<file path="src/rtl/mips_ctrl_pkg.sv">
// Shared encodings for the multicycle MIPS control FSM: instruction fields,
// state numbering and datapath select codes.
package mips_ctrl_pkg;

    localparam logic [5:0] OP_RTYPE = 6'b000000;
    localparam logic [5:0] OP_ADDI  = 6'b001000;
    localparam logic [5:0] OP_LW    = 6'b100011;
    localparam logic [5:0] OP_SW    = 6'b101011;
    localparam logic [5:0] OP_BEQ   = 6'b000100;
    localparam logic [5:0] OP_J     = 6'b000010;
    localparam logic [5:0] OP_JAL   = 6'b000011;

    localparam logic [5:0] FN_ADD   = 6'b100000;
    localparam logic [5:0] FN_SUB   = 6'b100010;
    localparam logic [5:0] FN_MUL   = 6'b011000;
    localparam logic [5:0] FN_JR    = 6'b001000;

    typedef enum logic [3:0] {
        S_FETCH     = 4'd0,
        S_DECODE    = 4'd1,
        S_EXEC_R    = 4'd2,
        S_MUL_WAIT  = 4'd3,
        S_WB_R      = 4'd4,
        S_EXEC_ADDI = 4'd5,
        S_WB_I      = 4'd6,
        S_MEM_ADDR  = 4'd7,
        S_MEM_RD    = 4'd8,
        S_WB_LW     = 4'd9,
        S_MEM_WR    = 4'd10,
        S_BRANCH    = 4'd11,
        S_JUMP      = 4'd12,
        S_ERROR     = 4'd15
    } state_t;

    typedef enum logic [1:0] {PC_ALU = 2'd0, PC_BRANCH = 2'd1, PC_JUMP = 2'd2, PC_RS = 2'd3} pc_src_t;
    typedef enum logic [1:0] {WB_ALU = 2'd0, WB_MEM = 2'd1, WB_PC = 2'd2} wb_sel_t;
    typedef enum logic [1:0] {RD_RT = 2'd0, RD_RD = 2'd1, RD_RA = 2'd2} reg_dst_t;
    typedef enum logic [1:0] {ALU_ADD = 2'd0, ALU_SUB = 2'd1, ALU_FUNCT = 2'd2} alu_op_t;

    localparam logic [1:0] SRCB_REG    = 2'd0;
    localparam logic [1:0] SRCB_FOUR   = 2'd1;
    localparam logic [1:0] SRCB_IMM    = 2'd2;
    localparam logic [1:0] SRCB_BRANCH = 2'd3;

endpackage

</file>
<file path="src/rtl/wait_timer.sv">
// Up-counter that bounds how long the controller may sit in a wait state;
// expired flags the last cycle allowed before a timeout.
module wait_timer #(
    parameter int WAIT_LIMIT = 16
) (
    input  logic clk,
    input  logic rst_n,
    input  logic clear,
    input  logic tick,
    output logic expired
);

    localparam logic [4:0] LAST = 5'(WAIT_LIMIT - 1);

    logic [4:0] count;

    always_ff @(posedge clk) begin
        if (!rst_n)
            count <= '0;
        else if (clear)
            count <= '0;
        else if (tick)
            count <= count + 5'd1;
    end

    assign expired = (count == LAST);

endmodule

</file>
<file path="src/rtl/multicycle_control.sv">
// Multicycle MIPS-subset control unit: sequences fetch, decode, execute,
// memory and writeback, with bounded waits on memory and the multiplier.
//
// state      | meaning
// FETCH      | read instruction at PC, PC <= PC+4 on mem_ready
// DECODE     | compute branch target, dispatch on opcode/funct
// EXEC_R     | R-type ALU op, or launch multiplier
// MUL_WAIT   | wait for mul_done
// WB_R       | write rd
// EXEC_ADDI  | rs + imm
// WB_I       | write rt with ALU result
// MEM_ADDR   | rs + imm as memory address
// MEM_RD     | load access
// WB_LW      | write rt with memory data
// MEM_WR     | store access
// BRANCH     | compare, take branch on zero
// JUMP       | j / jal
// ERROR      | illegal instruction or timeout, held until reset
module multicycle_control
    import mips_ctrl_pkg::*;
#(
    parameter int WAIT_LIMIT = 16
) (
    input  logic       clk,
    input  logic       rst_n,
    input  logic [5:0] opcode,
    input  logic [5:0] funct,
    input  logic       zero,
    input  logic       mem_ready,
    input  logic       mul_done,
    output logic       mem_req,
    output logic       mem_we,
    output logic       iord,
    output logic       ir_write,
    output logic       pc_en,
    output logic       reg_write,
    output logic       mul_start,
    output logic [1:0] pc_src,
    output logic [1:0] reg_dst,
    output logic [1:0] wb_sel,
    output logic [1:0] alu_src_b,
    output logic [1:0] alu_op,
    output logic       err,
    output logic [3:0] state_o
);

    state_t state, state_next;
    logic   tick, clear, expired;

    always_ff @(posedge clk) begin
        if (!rst_n)
            state <= S_FETCH;
        else
            state <= state_next;
    end

    // Any state change restarts the count, so each wait state starts at zero.
    assign clear = (state_next != state);

    wait_timer #(.WAIT_LIMIT(WAIT_LIMIT)) u_wait_timer (
        .clk     (clk),
        .rst_n   (rst_n),
        .clear   (clear),
        .tick    (tick),
        .expired (expired)
    );

    always_comb begin
        state_next = state;
        mem_req    = 1'b0;
        mem_we     = 1'b0;
        iord       = 1'b0;
        ir_write   = 1'b0;
        pc_en      = 1'b0;
        reg_write  = 1'b0;
        mul_start  = 1'b0;
        pc_src     = PC_ALU;
        reg_dst    = RD_RT;
        wb_sel     = WB_ALU;
        alu_src_b  = SRCB_REG;
        alu_op     = ALU_ADD;
        err        = 1'b0;
        tick       = 1'b0;
        if (rst_n) begin
            case (state)
                S_FETCH: begin
                    mem_req   = 1'b1;
                    alu_src_b = SRCB_FOUR;
                    tick      = !mem_ready;
                    if (mem_ready) begin
                        ir_write   = 1'b1;
                        pc_en      = 1'b1;
                        pc_src     = PC_ALU;
                        state_next = S_DECODE;
                    end else if (expired) begin
                        state_next = S_ERROR;
                    end
                end
                S_DECODE: begin
                    alu_src_b = SRCB_BRANCH;
                    alu_op    = ALU_ADD;
                    case (opcode)
                        OP_RTYPE: begin
                            case (funct)
                                FN_ADD, FN_SUB, FN_MUL: state_next = S_EXEC_R;
                                FN_JR: begin
                                    pc_en      = 1'b1;
                                    pc_src     = PC_RS;
                                    state_next = S_FETCH;
                                end
                                default: state_next = S_ERROR;
                            endcase
                        end
                        OP_ADDI:      state_next = S_EXEC_ADDI;
                        OP_LW, OP_SW: state_next = S_MEM_ADDR;
                        OP_BEQ:       state_next = S_BRANCH;
                        OP_J, OP_JAL: state_next = S_JUMP;
                        default:      state_next = S_ERROR;
                    endcase
                end
                S_EXEC_R: begin
                    if (funct == FN_MUL) begin
                        mul_start  = 1'b1;
                        state_next = S_MUL_WAIT;
                    end else begin
                        alu_op     = ALU_FUNCT;
                        state_next = S_WB_R;
                    end
                end
                S_MUL_WAIT: begin
                    tick = !mul_done;
                    if (mul_done)
                        state_next = S_WB_R;
                    else if (expired)
                        state_next = S_ERROR;
                end
                S_WB_R: begin
                    reg_write  = 1'b1;
                    reg_dst    = RD_RD;
                    wb_sel     = WB_ALU;
                    state_next = S_FETCH;
                end
                S_EXEC_ADDI: begin
                    alu_src_b  = SRCB_IMM;
                    alu_op     = ALU_ADD;
                    state_next = S_WB_I;
                end
                S_WB_I: begin
                    reg_write  = 1'b1;
                    reg_dst    = RD_RT;
                    wb_sel     = WB_ALU;
                    state_next = S_FETCH;
                end
                S_MEM_ADDR: begin
                    alu_src_b  = SRCB_IMM;
                    alu_op     = ALU_ADD;
                    state_next = (opcode == OP_LW) ? S_MEM_RD : S_MEM_WR;
                end
                S_MEM_RD, S_MEM_WR: begin
                    mem_req = 1'b1;
                    iord    = 1'b1;
                    mem_we  = (state == S_MEM_WR);
                    tick    = !mem_ready;
                    if (mem_ready)
                        state_next = (state == S_MEM_RD) ? S_WB_LW : S_FETCH;
                    else if (expired)
                        state_next = S_ERROR;
                end
                S_WB_LW: begin
                    reg_write  = 1'b1;
                    reg_dst    = RD_RT;
                    wb_sel     = WB_MEM;
                    state_next = S_FETCH;
                end
                S_BRANCH: begin
                    alu_op     = ALU_SUB;
                    pc_en      = zero;
                    pc_src     = PC_BRANCH;
                    state_next = S_FETCH;
                end
                S_JUMP: begin
                    pc_en      = 1'b1;
                    pc_src     = PC_JUMP;
                    state_next = S_FETCH;
                    if (opcode == OP_JAL) begin
                        reg_write = 1'b1;
                        reg_dst   = RD_RA;
                        wb_sel    = WB_PC;
                    end
                end
                // ERROR and the unused encodings both park in ERROR.
                default: begin
                    err        = 1'b1;
                    state_next = S_ERROR;
                end
            endcase
        end
    end

    assign state_o = state;

endmodule

</file>
<file path="config.mk">
export PLATFORM = sky130hd
export DESIGN_NAME = multicycle_control
export DESIGN_NICKNAME = d
export VERILOG_FILES = /design/src/rtl/mips_ctrl_pkg.sv /design/src/rtl/wait_timer.sv /design/src/rtl/multicycle_control.sv
export SDC_FILE = /design/constraint.sdc
export NUM_CORES = 1
export LEC_CHECK = 0
export BUFFER_PORTS_ARGS = -buffer_cell sky130_fd_sc_hd__buf_4
export CAP_MARGIN = 25
export CELL_PAD_IN_SITES_DETAIL_PLACEMENT = 0
export CELL_PAD_IN_SITES_GLOBAL_PLACEMENT = 1
export CORE_UTILIZATION = 31
export DETAILED_ROUTE_END_ITERATION = 6
export GPL_TIMING_DRIVEN = 0
export PLACE_DENSITY = 0.86
export SYNTH_ARGS = -nofsm -noshare
export SYNTH_HDL_FRONTEND = slang
export SYNTH_SLANG_ARGS = --single-unit
</file>
<file path="constraint.sdc">
create_clock -name clk -period 1.9 [get_ports clk]
set_input_delay 0.19 -clock clk [delete_from_list [all_inputs] [get_ports clk]]
set_output_delay 0.19 -clock clk [all_outputs]
set_load 0.005 [all_outputs]
</file>
Word-level counts from Yosys, hierarchy flattened
Index checks and enable logic that the tools add are counted.
{ "op_classes": {"mux": 48, "reduce_logical": 14, "eq_ne": 24, "addsub": 1, "bitwise_logic": 1} }
{ "ops": {"columns": ["operator", "count"], "rows": [
  ["4-bit case mux with 8 select lines", 1],
  ["6-bit == test (second input constant)", 4],
  ["4-bit 2-to-1 mux", 6],
  ["4-bit == test (second input constant)", 5],
  ["1-bit 2-to-1 mux", 20],
  ["2-bit 2-to-1 mux", 10],
  ["4-bit case mux with 5 select lines", 1],
  ["4-bit by 3-bit == test with 1-bit output (second input constant)", 4],
  ["13-bit OR reduction", 1],
  ["6-bit by 2-bit == test with 1-bit output (second input constant)", 2],
  ["6-bit by 4-bit == test with 1-bit output (second input constant)", 2],
  ["2-bit case mux with 2 select lines", 3],
  ["2-bit case mux with 3 select lines", 2],
  ["2-bit OR reduction", 5],
  ["3-bit OR reduction", 3],
  ["4-bit by 2-bit == test with 1-bit output (second input constant)", 2],
  ["4-bit case mux with 2 select lines", 1],
  ["6-bit by 3-bit == test with 1-bit output (second input constant)", 1],
  ["6-bit by 5-bit == test with 1-bit output (second input constant)", 1],
  ["6-bit logical NOT", 1],
  ["5-bit by 1-bit adder with 5-bit output (second input constant)", 1],
  ["5-bit by 4-bit == test with 1-bit output (second input constant)", 1],
  ["5-bit OR reduction", 1],
  ["4-bit by 1-bit == test with 1-bit output (second input constant)", 1],
  ["other kinds (7)", 9]
]} }
{ "totals": {"elab_cells": 90, "in_bits": 17, "out_inout_bits": 22, "regBits": 9} }

Depth between registers and ports, before layout
Gate-level depths: netlist of the first run.
{ "logic_depth": {"depth_word": 8, "depth_mapped": 9, "ltp_nobuf": 9} }

Hierarchy
Synthesis of the first run repeated with hierarchy kept, for this count alone.
{ "unflattened": {"cells_unflattened": 170, "hier_area_um2": 1182.4} }
{ "by_module_without_submodules": {"columns": ["module", "seq_area_each_um2", "area_per_inst_um2", "instances", "cells_each"], "rows": [
  ["multicycle_control", 80.1, 943.4, 1, 146],
  ["wait_timer", 100.1, 239.0, 1, 24]
]} }

Worst setup path after synthesis of the first run
Ideal clock, no wire load.
{ "synth_path": {"path_type": "reg-to-reg", "startpoint": "register u_wait_timer.count[0]", "endpoint": "register u_wait_timer.count[4]", "stages_incl_launch_ff": 10, "setup_slack_ns": -0.127, "required_time_ns": 1.820, "arrival_time_ns": 1.947, "n_path_buf": 0, "setup_time_ns": 0.080, "synth_period_minus_slack_ns": 2.027, "cell_sequence": "dfxtp_1 ha_1 and3_1 ha_1 or2_2 nor2_1 o31ai_1 a221oi_2 o2111ai_2 a211oi_2"} }
{ "synth_between": {"elab_chain_len": 7, "elab_cells_between_ends": 10, "classes_between": "add/sub: 1; eq/ne: 2; mux: 6; reduce/logical: 1"} }
{ "synth_rtl": {"columns": ["item", "line", "text"], "rows": [
  ["start: declaration", "wait_timer.sv:15", "logic [4:0] count;"],
  ["start signal: assignment", "wait_timer.sv:23", "count <= count + 5'd1;"],
  ["5-bit by 4-bit == test with 1-bit output", "wait_timer.sv:26", "assign expired = (count == LAST);"],
  ["4-bit 2-to-1 mux", "multicycle_control.sv:95, multicycle_control.sv:134, multicycle_control.sv:166", null],
  ["4-bit 2-to-1 mux, on equally long branches", "multicycle_control.sv:164, multicycle_control.sv:90, multicycle_control.sv:132", null],
  ["4-bit case mux with 8 select lines", "multicycle_control.sv:85", "case (state)"],
  ["4-bit 2-to-1 mux", "multicycle_control.sv:84", "if (rst_n) begin"],
  ["4-bit != test", "multicycle_control.sv:58", "assign clear = (state_next != state);"],
  ["2-bit OR reduction (no line)", null, null]
]} }
Parallel ways exist; a longest one is shown, timed or not.
A chain may end at the register's enable or synchronous reset.

Final worst setup path of the first run
{ "layout_path": {"startpoint": "register state[2], in the netlist state_o[2]", "endpoint": "register u_wait_timer.count[3]"} }
{ "layout_between": {"elab_chain_len": 7, "elab_cells_between_ends": 27, "classes_between": "eq/ne: 13; mux: 9; reduce/logical: 5"} }
{ "layout_rtl": {"columns": ["item", "line", "text"], "rows": [
  ["start: declaration", "multicycle_control.sv:47", "state_t state, state_next;"],
  ["start signal: assignment", "multicycle_control.sv:54", "state <= state_next;"],
  ["4-bit == test", "multicycle_control.sv:85, multicycle_control.sv:165", null],
  ["4-bit 2-to-1 mux", "multicycle_control.sv:165", "state_next = (state == S_MEM_RD) ? S_WB_LW : S_FETCH;"],
  ["4-bit 2-to-1 mux", "multicycle_control.sv:164", "if (mem_ready)"],
  ["4-bit case mux with 8 select lines", "multicycle_control.sv:85", null],
  ["4-bit 2-to-1 mux", "multicycle_control.sv:84", null],
  ["4-bit != test", "multicycle_control.sv:58", null],
  ["2-bit OR reduction (no line)", null, null]
]} }
Parallel ways exist; a longest one is shown, timed or not.

==> results.env, run 1 <==
NETLIST_TOP_CELLS_AREA='dfxtp_1 (16%), nor2_1 (8.0%), nor3_1 (5.4%)'
RSZ0062_AT_GRT='yes'
GRT_UTIL_ALL_LAYERS_PCT=19.8
POST_SYNTH_INSTANCE_AREA_SQ_UM=1120
SYNTH_FP_NETS=183
N_ANTENNA_CELL=0
CLOCKBUFFERDEPTH=2
GLOBALROUTEMET2UTIL_PCT=32.4
HOLD_VIOL_FINAL=0
DRTPASS1ITERATIONS=4
PWR_DENSITY_CELL_nW_PER_UM2=1050
MAX_CLOCK_FREQ_GHz=0.513
TOP_USAGE_LAYER='met2'
CRITICAL_PATH_CLASS='reg -> reg'
TIMING.CRITICAL_PATH.SLOWEST_CELL_DELAY_NS=0.57
TIGHTESTPINTRANSITION_NS=0.574
SUM_OF_NET_HALF_PERIMETERS_AFTER_DETAILED_PLACEMENT_UM=2650
REGTOREGSETUPSLACK_NS=-0.05
CHIPWIDTH_UM=62.1
FINCLKSKEW_NS=0.00310
FINALSETUPVIOLATIONS=6
DOMINANTREGCELLSYNTH='dfxtp_1'
SYNTH_EDF_COUNT=0
LAYOUT-DRIVE-GT1-SHARE_PCT=46.6
GRT_PASS1_WL_UM=6270
DIE_AREA_SQ_UM=3860
FINAL_PERIOD_UTILIZATION_PCT=103
FINAL_MAX_SLEW_VIOL_COUNT=0
DIEHEIGHT_UM=62.1
CTS-HOLD-FIX-BUFFERS=0
LEAKAGE_POWER_nW=0.713
CTS.REPORTEDPATHS.CLKPINSLEW_NS=0.06
PORT_BUFFERS=37
NUMCTSBUFFERS=3
DRT-INITIAL-DRC-COUNT=68
VIASPERCELL=5.65
ROUTED_WL_UM=3990
GRT_ANTENNA_BEFORE_REPAIR=0
LAYOUT.CORE_UTILIZATION_PCT=53.7
FLOORPLAN.CORE_AREA_SQ_UM=3390
MET1_USAGE_PCT=27.4
INITIAL_UTILIZATION_PCT=33.0
YOSYSUNIQUECELLTYPES=51
YS.WARNINGS.COUNT=0
GR-TOTAL-OVERFLOW=0
CTS.ROOT.BUFFER_CELL='clkbuf_4'
ASYNC_RESET_FF_SHARE_PCT=0
ROUTE.DETAILED.WL_PER_INST_UM=15.1
VDD_DROP_MAX_V=0.000499
CRITICAL_PATH_PEAK_FANOUT=6
RUN_STATUS='finished, violations left'
BOUNDARYPINS=39
FINALWEIGHTEDCONGESTION=0.937
MAXSLEWHEADROOM_PCT=61.7
HOLD_CLASS='in -> reg'
TRITONCTS='yes'
WORST-ENDPOINT-ARRIVAL_NS=2.09
SYNTH.YOSYS.SEQ_AREA_SHARE_PCT=16.1
FINALSETUPTNS_NS=-0.203
ROWS=21
TIMING.CRITICAL_PATH.TO_TYPE='flop'
POSTSYNTHCELLCOUNT=164
SYNTH_TOP_AREA_SHARE_PCT=16.1
TIMING.CRITICAL_PATH.CELLS='or4b_4, buf_4, a21oi_1, a21oi_2, a32o_1, o2111ai_2, nor2_1'
REPORTED_MAX_CAP_VIOLATION_COUNT=0
TIMING.CRITICAL_PATH.REQUIRED_NS=2.04
FINAL.SETUP.WORST_SLACK_NS=-0.0495
WORST_SKEW_PAIR.LATE_LATENCY_NS=0.26
NETS=239
CP-START-KIND='flop'
LARGEST_NET_DEGREE_AT_THE_START_OF_GLOBAL_ROUTING=11
FAILED_CHECKS='negative setup slack'
DETAIL_ROUTE.DRC_VIOLATIONS=0
FLOW.AREA_GROWTH_FROM_SYNTHESIS_PCT=62.7
CTS_HTREE_LEVELS=1
AVGSYNTHCELLAREA_SQ_UM=6.83
CTS.SINK_COUNT=9
GRT_PASS1_VIAS=1356
PRE_CTS_WS_NS=-0.351
POSTROUTEANTENNANETS=0
YS_FF_LATCH=9
POST-ROUTE-MIN-PERIOD_NS=1.95
USE_MET3_PCT=2.21
VIAS=1496
SLOWEST_STAGE='or4b_4'
YOSYS.AREA.TOP_TYPE='dfxtp_1'
HOLDWS_NS=0.388
registers in the layout, indices dropped and copies added (netlist names):
| register | flops |
|---|---|
| state_o | 4 |
| u_wait_timer.count | 5 |
power by group:
part | leakage, nW | total [mW] | switching, mW | internal [mW]
clock network | 0.0150 | 0.154 | 0.0729 | 0.0812
logic | 0.621 | 1.45 | 0.752 | 0.697
registers | 0.0766 | 0.306 | 0.0647 | 0.241
timing repair:
action / 4_1_cts / 5_1_grt
setup endpoints to repair: 20 / 10
buffers inserted: 8 / 8
pin swaps: 10 / 14
resized for setup: 43 / 18
layout by cell type (no fill, tap or decap), types with 4 or more instances in the layout:
master / n
nor2_2: 4
nand2_1: 10
a21oi_1: 8
clkbuf_8: 4
nand2b_1: 4
nor3_1: 9
o21a_1: 6
nor3b_1: 4
nand2_2: 4
o21ai_0: 4
nor2_1: 17
nand3_1: 5
buf_4: 52
Yosys cell counts (2+ instances only):
cell       n
a211oi_1   3
a21boi_0   3
a21oi_1    9
a31oi_1    2
and2_0     2
and2_1     3
and3_1     2
buf_2      2
clkbuf_1   7
dfxtp_1    9
ha_1       2
inv_1      3
mux2i_1    2
nand2_1   14
nand2b_1   5
nand3_1    5
nor2_1    24
nor2b_1    3
nor3_1    12
nor3b_1    5
o211ai_1   3
o21a_1     6
o21ai_0    4
o22ai_1    3
o31ai_1    3
or4b_1     2
xor2_1     2
area by class of cell:
type,count,area (sq um)
Buffer,9,96.3
Clock buffer,4,26.3
Fill cell,340,1570
Inverter,3,15.0
Multi-Input combinational cell,141,1030
Sequential cell,9,195
Tap cell,46,57.6
Timing Repair Buffer,53,405
kinds of logic after synthesis:
group | Yosys count | share of synthesized area (%)
and+or+nand+nor | 84 | 38.4
AOI/OAI and AO/OA | 49 | 32.6
buffers and inverters | 14 | 5.59
DFF | 9 | 16.1
xor gates and xnor gates | 3 | 2.35
adders and majority gates | 3 | 3.13
muxes | 2 | 1.79
final timing paths:
path	from	to	cells after the start
worst max-delay path	state_o[2]	u_wait_timer.count[3]	7
worst min-delay path	mul_done	state_o[2]	3
worst max register to register	state_o[2]	u_wait_timer.count[3]	7
worst min register to register	u_wait_timer.count[4]	u_wait_timer.count[4]	2
critical path: cells and delay by family, from the launching register on:
kind | cells | cell delay [ns]
compound gates | 4 | 0.62
flops | 1 | 0.37
buf+inv | 1 | 0.17
simple gates | 2 | 0.66
metrics by stage:
| step | power (mW) | instances | area (sq um) |
|---|---|---|---|
| detailed placement | 1.33 | 247 | 1470 |
| finish | 1.91 | 265 | 1820 |
| floorplan | 0.998 | 164 | 1130 |
| CTS | 1.71 | 257 | 1680 |
| global route | 2.04 | 265 | 1820 |
| global placement | 1.34 | 247 | 1470 |
metal layers:
layer	share of wire (%)	vias up
met5	0	-
met4	0.80	0
met3	7.8	6
met2	47	71
li1	-	727
met1	44	692
Note: power is estimated with default switching activity, not from simulation.
==> run 2, diff against run 1 <==
--- a/config.mk
+++ b/config.mk
@@ -5,14 +5,14 @@
 export SDC_FILE = /design/constraint.sdc
 export NUM_CORES = 1
 export LEC_CHECK = 0
-export BUFFER_PORTS_ARGS = -buffer_cell sky130_fd_sc_hd__buf_4
 export CAP_MARGIN = 25
 export CELL_PAD_IN_SITES_DETAIL_PLACEMENT = 0
 export CELL_PAD_IN_SITES_GLOBAL_PLACEMENT = 1
-export CORE_UTILIZATION = 31
+export CORE_UTILIZATION = 39
 export DETAILED_ROUTE_END_ITERATION = 6
+export DONT_BUFFER_PORTS = 1
 export GPL_TIMING_DRIVEN = 0
-export PLACE_DENSITY = 0.86
+export PLACE_DENSITY = 0.85
 export SYNTH_ARGS = -nofsm -noshare
 export SYNTH_HDL_FRONTEND = slang
 export SYNTH_SLANG_ARGS = --single-unit
==> run 2 against run 1 <==
  * The run still ends with negative setup slack left
  * Sequential share of layout area up 3.0 points
  * Die area down 20%
  * Highest routed layer unchanged
  * Clock power down 6%
  * Largest cell class unchanged
==> results.env, run 2 (same netlist as run 1, synthesis figures left out) <==
SUM_OF_NET_HALF_PERIMETERS_AFTER_DETAILED_PLACEMENT_UM=2500  # -5.4%
HOLD_CLASS='in -> reg'
SEQPWRFRAC_PCT=18.9  # +2.9 points
LAYOUT.CELLS.MOST_COMMON='nor2_1'
HIGHEST_LAYER='met4'
DESIGN_POWER_TOTAL_mW=1.57  # -18%
TIMING.CRITICAL_PATH.SLOWEST_CELL_DELAY_NS=0.36  # -0.21 ns
P_CLK_SHARE_PCT=9.2  # +1.1 points
REGTOREGSETUPSLACK_NS=-0.13  # -0.08 ns
BOUNDARYPINS=39  # unchanged
NUMCTSBUFFERS=3  # unchanged
CHIPWIDTH_UM=55.6  # -10%
SLOWEST_STAGE='maj3_1'
FLOORPLAN.CORE_AREA_SQ_UM=2730  # -19%
FAILED_CHECKS='negative setup slack'
MAX_CLOCK_FREQ_GHz=0.494  # -3.8%
TIMING.CRITICAL_PATH.REQUIRED_NS=2.09  # +0.05 ns
WORST-ENDPOINT-ARRIVAL_NS=2.22  # +0.13 ns
N_FILL_CELL=285  # -16%
VIAS=1313  # -12%
FINCLKSKEW_NS=0.00480  # +0.00170 ns
LEAKAGE_POWER_nW=0.457  # -36%
RSZ0062_AT_GRT='yes'
TIGHTESTPINTRANSITION_NS=0.744  # +0.170 ns
CTS-HOLD-FIX-BUFFERS=0  # unchanged
PATH_DELAY_FAMILY='compound AO/OA/AOI/OAI gates'
NETSWITCHINGFRACTION_PCT=48.9  # +2.3 points
CTS.SINK_COUNT=9  # unchanged
DR_WL_MET2_UM=1710  # -8.7%
LARGEST_NET_DEGREE_AT_THE_START_OF_GLOBAL_ROUTING=11  # unchanged
DIEHEIGHT_UM=55.6  # -10%
MIN-DELAY-START='rst_n'
ROUTED_WL_UM=3370  # -16%
DETAIL_ROUTE.DRC_VIOLATIONS=0  # unchanged
FINALWEIGHTEDCONGESTION=0.932  # -0.49%
GRT_UTIL_ALL_LAYERS_PCT=22.6  # +2.8 points
REPORTED_MAX_CAP_VIOLATION_COUNT=0  # unchanged
DRTPASS1ITERATIONS=4  # unchanged
CTS.ROOT.BUFFER_CELL='clkbuf_4'
FINAL.SETUP.WORST_SLACK_NS=-0.126  # -0.0768 ns
ROWS=19  # -9.5%
TRITONCTS='yes'
TIMING.CRITICAL_PATH.TO_TYPE='flop'
MAXSLEWHEADROOM_PCT=49.9  # -12 points
RUN_STATUS='finished, violations left'
CP.BUFFERS_INVERTERS=3  # +2
REGISTERS.TOP_BY_FF_COUNT='u_wait_timer.count'
LAYOUT.CELLS.MOST_COMMON_LIST='nor2_1 (17), nand2_1 (13), nor3_1 (10), clkbuf_4 (9), a21oi_1 (9)'
GRT_PASS1_VIAS=1283  # -5.4%
DIE_AREA_SQ_UM=3090  # -20%
CTS.REPORTEDPATHS.CLKPINSLEW_NS=0.06  # about the same
COMB_POWER_SHARE_PCT=71.9  # -4.0 points
VDD_DROP_MAX_V=0.000803  # +61%
R2R_START='state_o[3]'
WORST_SETUP_PATH_STARTPOINT='state_o[3]'
WL_MET1_UM=1430  # -20%
TIMING.CRITICAL_PATH.MODE_CELL='buf_4'
N_ANTENNA_CELL=0  # unchanged
SWITCHING_POWER_uW=769  # -14%
PLACED_CELLS=195  # -21%
CRITICAL_PATH_PEAK_FANOUT=5  # -1
FLOW.AREA_GROWTH_FROM_SYNTHESIS_PCT=22.9
INITIAL_UTILIZATION_PCT=41.0  # +7.9 points
HOLDWS_NS=0.220  # -0.168 ns
CLOCKBUFFERDEPTH=2  # unchanged
FLIP_FLOP_COUNT_OF_THE_LARGEST_REGISTER_ALL_COPIES_AND_WORDS_ADDED=5  # unchanged
WORST_SKEW_PAIR.LATE_LATENCY_NS=0.26  # about the same
POSTROUTEANTENNANETS=0  # unchanged
DRT-INITIAL-DRC-COUNT=69  # +1.5%
VIASPERCELL=6.40  # +13%
GR-TOTAL-OVERFLOW=0  # unchanged
CRITICAL_PATH_CLASS='reg -> reg'
NETS=194  # -19%
DETAILROUTE.WIRELENGTH.MET3_UM=182  # -42%
GRT_PASS1_WL_UM=5690  # -9.1%
INTERNAL_POWER_uW=804  # -21%
FINAL_MAX_SLEW_VIOL_COUNT=0  # unchanged
FINALSETUPVIOLATIONS=6  # unchanged
POST-ROUTE-MIN-PERIOD_NS=2.03  # +0.0768 ns
TIMING.CRITICAL_PATH.CELLS='buf_6, buf_4, maj3_1, a32oi_2, o31ai_2, nor3_1, o2111ai_2, buf_4, nor2_2'
CTS_HTREE_LEVELS=1  # unchanged
HOLD_VIOL_FINAL=0  # unchanged
PWR_DENSITY_CELL_nW_PER_UM2=1140  # +9.0%
PORT_BUFFERS=0  # -100%
LAYOUT-DRIVE-GT1-SHARE_PCT=28.7  # -18 points
FINAL_PERIOD_UTILIZATION_PCT=107  # +4.0 points
CP-START-KIND='flop'
ROUTE.DETAILED.WL_PER_INST_UM=16.4  # +9.0%
GRT_ANTENNA_BEFORE_REPAIR=0  # unchanged
FINAL-INSTANCE-COUNT-EXCL-FILL=205  # -23%
## run 2: metrics by stage
stage               cell area [sq um]  TNS [ns]  setup WS (ns)  util [%]
global placement                 1170     -1.48         -0.250      42.9
floorplan                        1130   -0.0148        -0.0148         -
global route                     1380     -1.13         -0.223      50.3
finish                           1380    -0.529         -0.126      50.3
detailed placement               1170     -1.58         -0.271      42.9
CTS                              1310    -0.657         -0.122      48.0
## run 2: area by class of cell
| type | instances | area, sq um | share of cell area (%) |
|---|---|---|---|
| well taps | 31 | 38.8 | 2.82 |
| inverters | 3 | 11.3 | 0.818 |
| clock buffers | 4 | 26.3 | 1.91 |
| flip-flops and latches | 9 | 189 | 13.7 |
| plain buffers | 10 | 75.1 | 5.45 |
| repair buffers | 7 | 52.6 | 3.82 |
| multi-input cells | 141 | 983 | 71.5 |
## run 2: what timing repair did
action / CTS / global route
setup buffers: 7 / 0
setup endpoints to repair: 16 / 10
resized for setup: 25 / 20
cloned: 0 / 0
pin swaps: 6 / 2
hold endpoints to repair: 0 / 0
## run 2: worst paths after layout
check	end	cells past startpoint
setup reg to reg	u_wait_timer.count[0]	9
hold / removal	u_wait_timer.count[4]	4
hold reg to reg	u_wait_timer.count[1]	2
setup / recovery	u_wait_timer.count[0]	9
## run 2: power groups by stage
stage	Clock [mW]	Combinational, mW	Sequential (mW)
3_3_place_gp	0	0.898	0.286
4_1_cts	0.153	1.03	0.288
2_1_floorplan	0	0.730	0.268
3_5_place_dp	0	0.901	0.286
6_report	0.145	1.13	0.297
5_1_grt	0.162	1.24	0.306
## run 2: worst register-to-register path: stages, from the launching register on
cell and delay [ns]:
dfxtp_2 0.33, buf_6 0.13, buf_4 0.14, maj3_1 0.36, a32oi_2 0.17, o31ai_2 0.11
nor3_1 0.26, o2111ai_2 0.20, buf_4 0.19, nor2_2 0.09
## run 2: layer usage
metal	global-route usage, %	vias up
met4	8.93	0
li1	-	638
met5	0	-
met2	40.1	47
met3	3.72	6
met1	27.1	622
==> run 3, diff against run 2 <==
--- a/config.mk
+++ b/config.mk
@@ -8,6 +8,7 @@
 export CAP_MARGIN = 25
 export CELL_PAD_IN_SITES_DETAIL_PLACEMENT = 0
 export CELL_PAD_IN_SITES_GLOBAL_PLACEMENT = 1
+export CORE_MARGIN = 3
 export CORE_UTILIZATION = 39
 export DETAILED_ROUTE_END_ITERATION = 6
 export DONT_BUFFER_PORTS = 1
==> run 3 against run 2 <==
  * The run still ends with negative setup slack left
  * Highest routed layer unchanged
  * Maximum frequency grew 0.31%
  * Routed wire length increased by 5.2%
  * Combinational power up 7%
  * Sequential share of layout area is essentially flat
  * Total power is 5.1% higher
==> results.env, run 3 (same netlist as run 1, synthesis figures left out) <==
CTS.SINK_COUNT=9  # unchanged
N_ANTENNA_CELL=0  # unchanged
CTS.ROOT.BUFFER_CELL='clkbuf_4'
DRTPASS1ITERATIONS=4  # unchanged
INITIAL_UTILIZATION_PCT=42.9  # +1.9 points
HOLD_VIOL_FINAL=0  # unchanged
CTS_HTREE_LEVELS=1  # unchanged
FLOW.AREA_GROWTH_FROM_SYNTHESIS_PCT=25.5
LEAKAGE_POWER_nW=0.473  # +3.3%
PWR_DENSITY_CELL_nW_PER_UM2=1180  # +2.9%
PLACED_CELLS=194  # -0.51%
POSTROUTEANTENNANETS=0  # unchanged
FLOORPLAN.CORE_AREA_SQ_UM=2610  # -4.4%
REGISTERS.TOP_BY_FF_COUNT='u_wait_timer.count'
GR-TOTAL-OVERFLOW=0  # unchanged
FINALSETUPVIOLATIONS=5  # -1
N_FILL_CELL=266  # -6.7%
DESIGN_POWER_TOTAL_mW=1.65  # +5.1%
MAXSLEWHEADROOM_PCT=44.5  # -5.4 points
CRITICAL_PATH_CLASS='reg -> reg'
PORT_BUFFERS=0  # unchanged
ROWS=18  # -1
DIE_AREA_SQ_UM=3550  # +15%
GRT_PASS1_WL_UM=5540  # -2.7%
BOUNDARYPINS=39  # unchanged
FINAL_MAX_SLEW_VIOL_COUNT=0  # unchanged
GRT_ANTENNA_BEFORE_REPAIR=0  # unchanged
POST-ROUTE-MIN-PERIOD_NS=2.02  # -0.00627 ns
CHIPWIDTH_UM=59.6  # +7.2%
CLOCKBUFFERDEPTH=2  # unchanged
REPORTED_MAX_CAP_VIOLATION_COUNT=0  # unchanged
RSZ0062_AT_GRT='yes'
GRT_PASS1_VIAS=1197  # -6.7%
FINAL-INSTANCE-COUNT-EXCL-FILL=205  # unchanged
LARGEST_NET_DEGREE_AT_THE_START_OF_GLOBAL_ROUTING=11  # unchanged
TIMING.CRITICAL_PATH.TO_TYPE='flop'
LAYOUT-DRIVE-GT1-SHARE_PCT=32.0  # +3.3 points
MAX_CLOCK_FREQ_GHz=0.495  # +0.31%
WORST_SKEW_PAIR.LATE_LATENCY_NS=0.26  # about the same
VIASPERCELL=6.58  # +2.7%
ROUTE.DETAILED.WL_PER_INST_UM=17.3  # +5.2%
HOLD_CLASS='in -> reg'
PLACED_CELL_AREA_SQ_UM=1170  # -0.11%
FINALWEIGHTEDCONGESTION=0.904  # -3.0%
CP-START-KIND='flop'
WORST-ENDPOINT-ARRIVAL_NS=2.22  # about the same
DETAIL_ROUTE.DRC_VIOLATIONS=0  # unchanged
ROUTED_WL_UM=3540  # +5.2%
CTS.REPORTEDPATHS.CLKPINSLEW_NS=0.07  # about the same
DRT-INITIAL-DRC-COUNT=105  # +52%
NETS=195  # +0.52%
FINALSETUPTNS_NS=-0.542  # -0.0129 ns
TIGHTESTPINTRANSITION_NS=0.825  # +0.0805 ns
FINCLKSKEW_NS=0.00275  # -0.00204 ns
RUN_STATUS='finished, violations left'
FINAL.SETUP.WORST_SLACK_NS=-0.120  # +0.00627 ns
LAYOUT.CELLS.MOST_COMMON='nor2_1'
FINAL_CELL_AREA_EXCLUDING_FILLER_CELLS_SQ_UM=1410  # +2.1%
GRT_UTIL_ALL_LAYERS_PCT=20.3  # -2.3 points
CTS-HOLD-FIX-BUFFERS=0  # unchanged
LAYOUT.CELLS.MOST_COMMON_LIST='nor2_1 (16), nand2_1 (12), buf_4 (9), nor3_1 (9), a21oi_1 (9)'
VDD_DROP_MAX_V=0.000829  # +3.3%
FAILED_CHECKS='negative setup slack'
SUM_OF_NET_HALF_PERIMETERS_AFTER_DETAILED_PLACEMENT_UM=2600  # +3.7%
DIEHEIGHT_UM=59.6  # +7.2%
TIMING.CRITICAL_PATH.REQUIRED_NS=2.10  # about the same
FINAL_PERIOD_UTILIZATION_PCT=106  # -0.33 points
FLIP_FLOP_COUNT_OF_THE_LARGEST_REGISTER_ALL_COPIES_AND_WORDS_ADDED=5  # unchanged
TRITONCTS='yes'
NUMCTSBUFFERS=3  # unchanged
VIAS=1349  # +2.7%
CRITICAL_PATH_PEAK_FANOUT=7  # +2
## run 3: path summary, 6_finish.rpt
check                                           start                    end  slack [ns]  cells after the start
worst max-delay path                       state_o[3]  u_wait_timer.count[0]       -0.12                      8
worst min-delay path                            rst_n  u_wait_timer.count[4]        0.24                      4
worst max register to register             state_o[3]  u_wait_timer.count[0]       -0.12                      8
worst min register to register  u_wait_timer.count[1]  u_wait_timer.count[1]        0.52                      2
## run 3: final cells by class
class / count / area (sq um) / area share (%)
Inverter: 3 / 11.3 / 0.801
Clock buffer: 3 / 22.5 / 1.60
Tap cell: 30 / 37.5 / 2.67
Sequential cell: 9 / 193 / 13.7
Buffer: 10 / 80.1 / 5.70
Timing Repair Buffer: 8 / 63.8 / 4.54
Clock inverter: 1 / 5.00 / 0.356
Multi-Input combinational cell: 141 / 992 / 70.6
## run 3: worst max-delay path, stage by stage, from the launching register on
cell       delay (ns)
dfxtp_2          0.33
buf_6            0.13
or4b_4           0.54
a21oi_2          0.14
nand2_2          0.08
a221oi_2         0.27
o2111ai_2        0.20
buf_6            0.18
nor2_4           0.09
## run 3: timing repair
action,in CTS,in global routing
endpoints found under the setup margin,16,10
pin swaps,5,5
cloned,0,0
hold endpoints to repair,0,0
buffers inserted,6,2
gates resized for setup,29,26
## run 3: routing by layer
metal | GRT usage (%) | up-vias | share of wire, %
met5 | 0 | - | 0
met4 | 7.28 | 0 | 1.2
met3 | 5.23 | 8 | 12
met2 | 29.6 | 69 | 45
met1 | 28.6 | 636 | 42
li1 | - | 636 | -
## run 3: metrics by stage
step	hold WS [ns]	util, %	worst slack (ns)
floorplan	0.470	-	-0.0148
global placement	0.478	44.9	-0.283
detailed placement	0.481	44.9	-0.334
CTS	0.194	50.4	-0.106
global route	0.233	53.8	-0.197
finish	0.237	53.8	-0.120
## run 3: report_power, final
part	internal, mW	switching, mW	leakage [nW]
registers	0.238	0.0593	0.0763
logic	0.529	0.677	0.379
clock network	0.0777	0.0721	0.0177
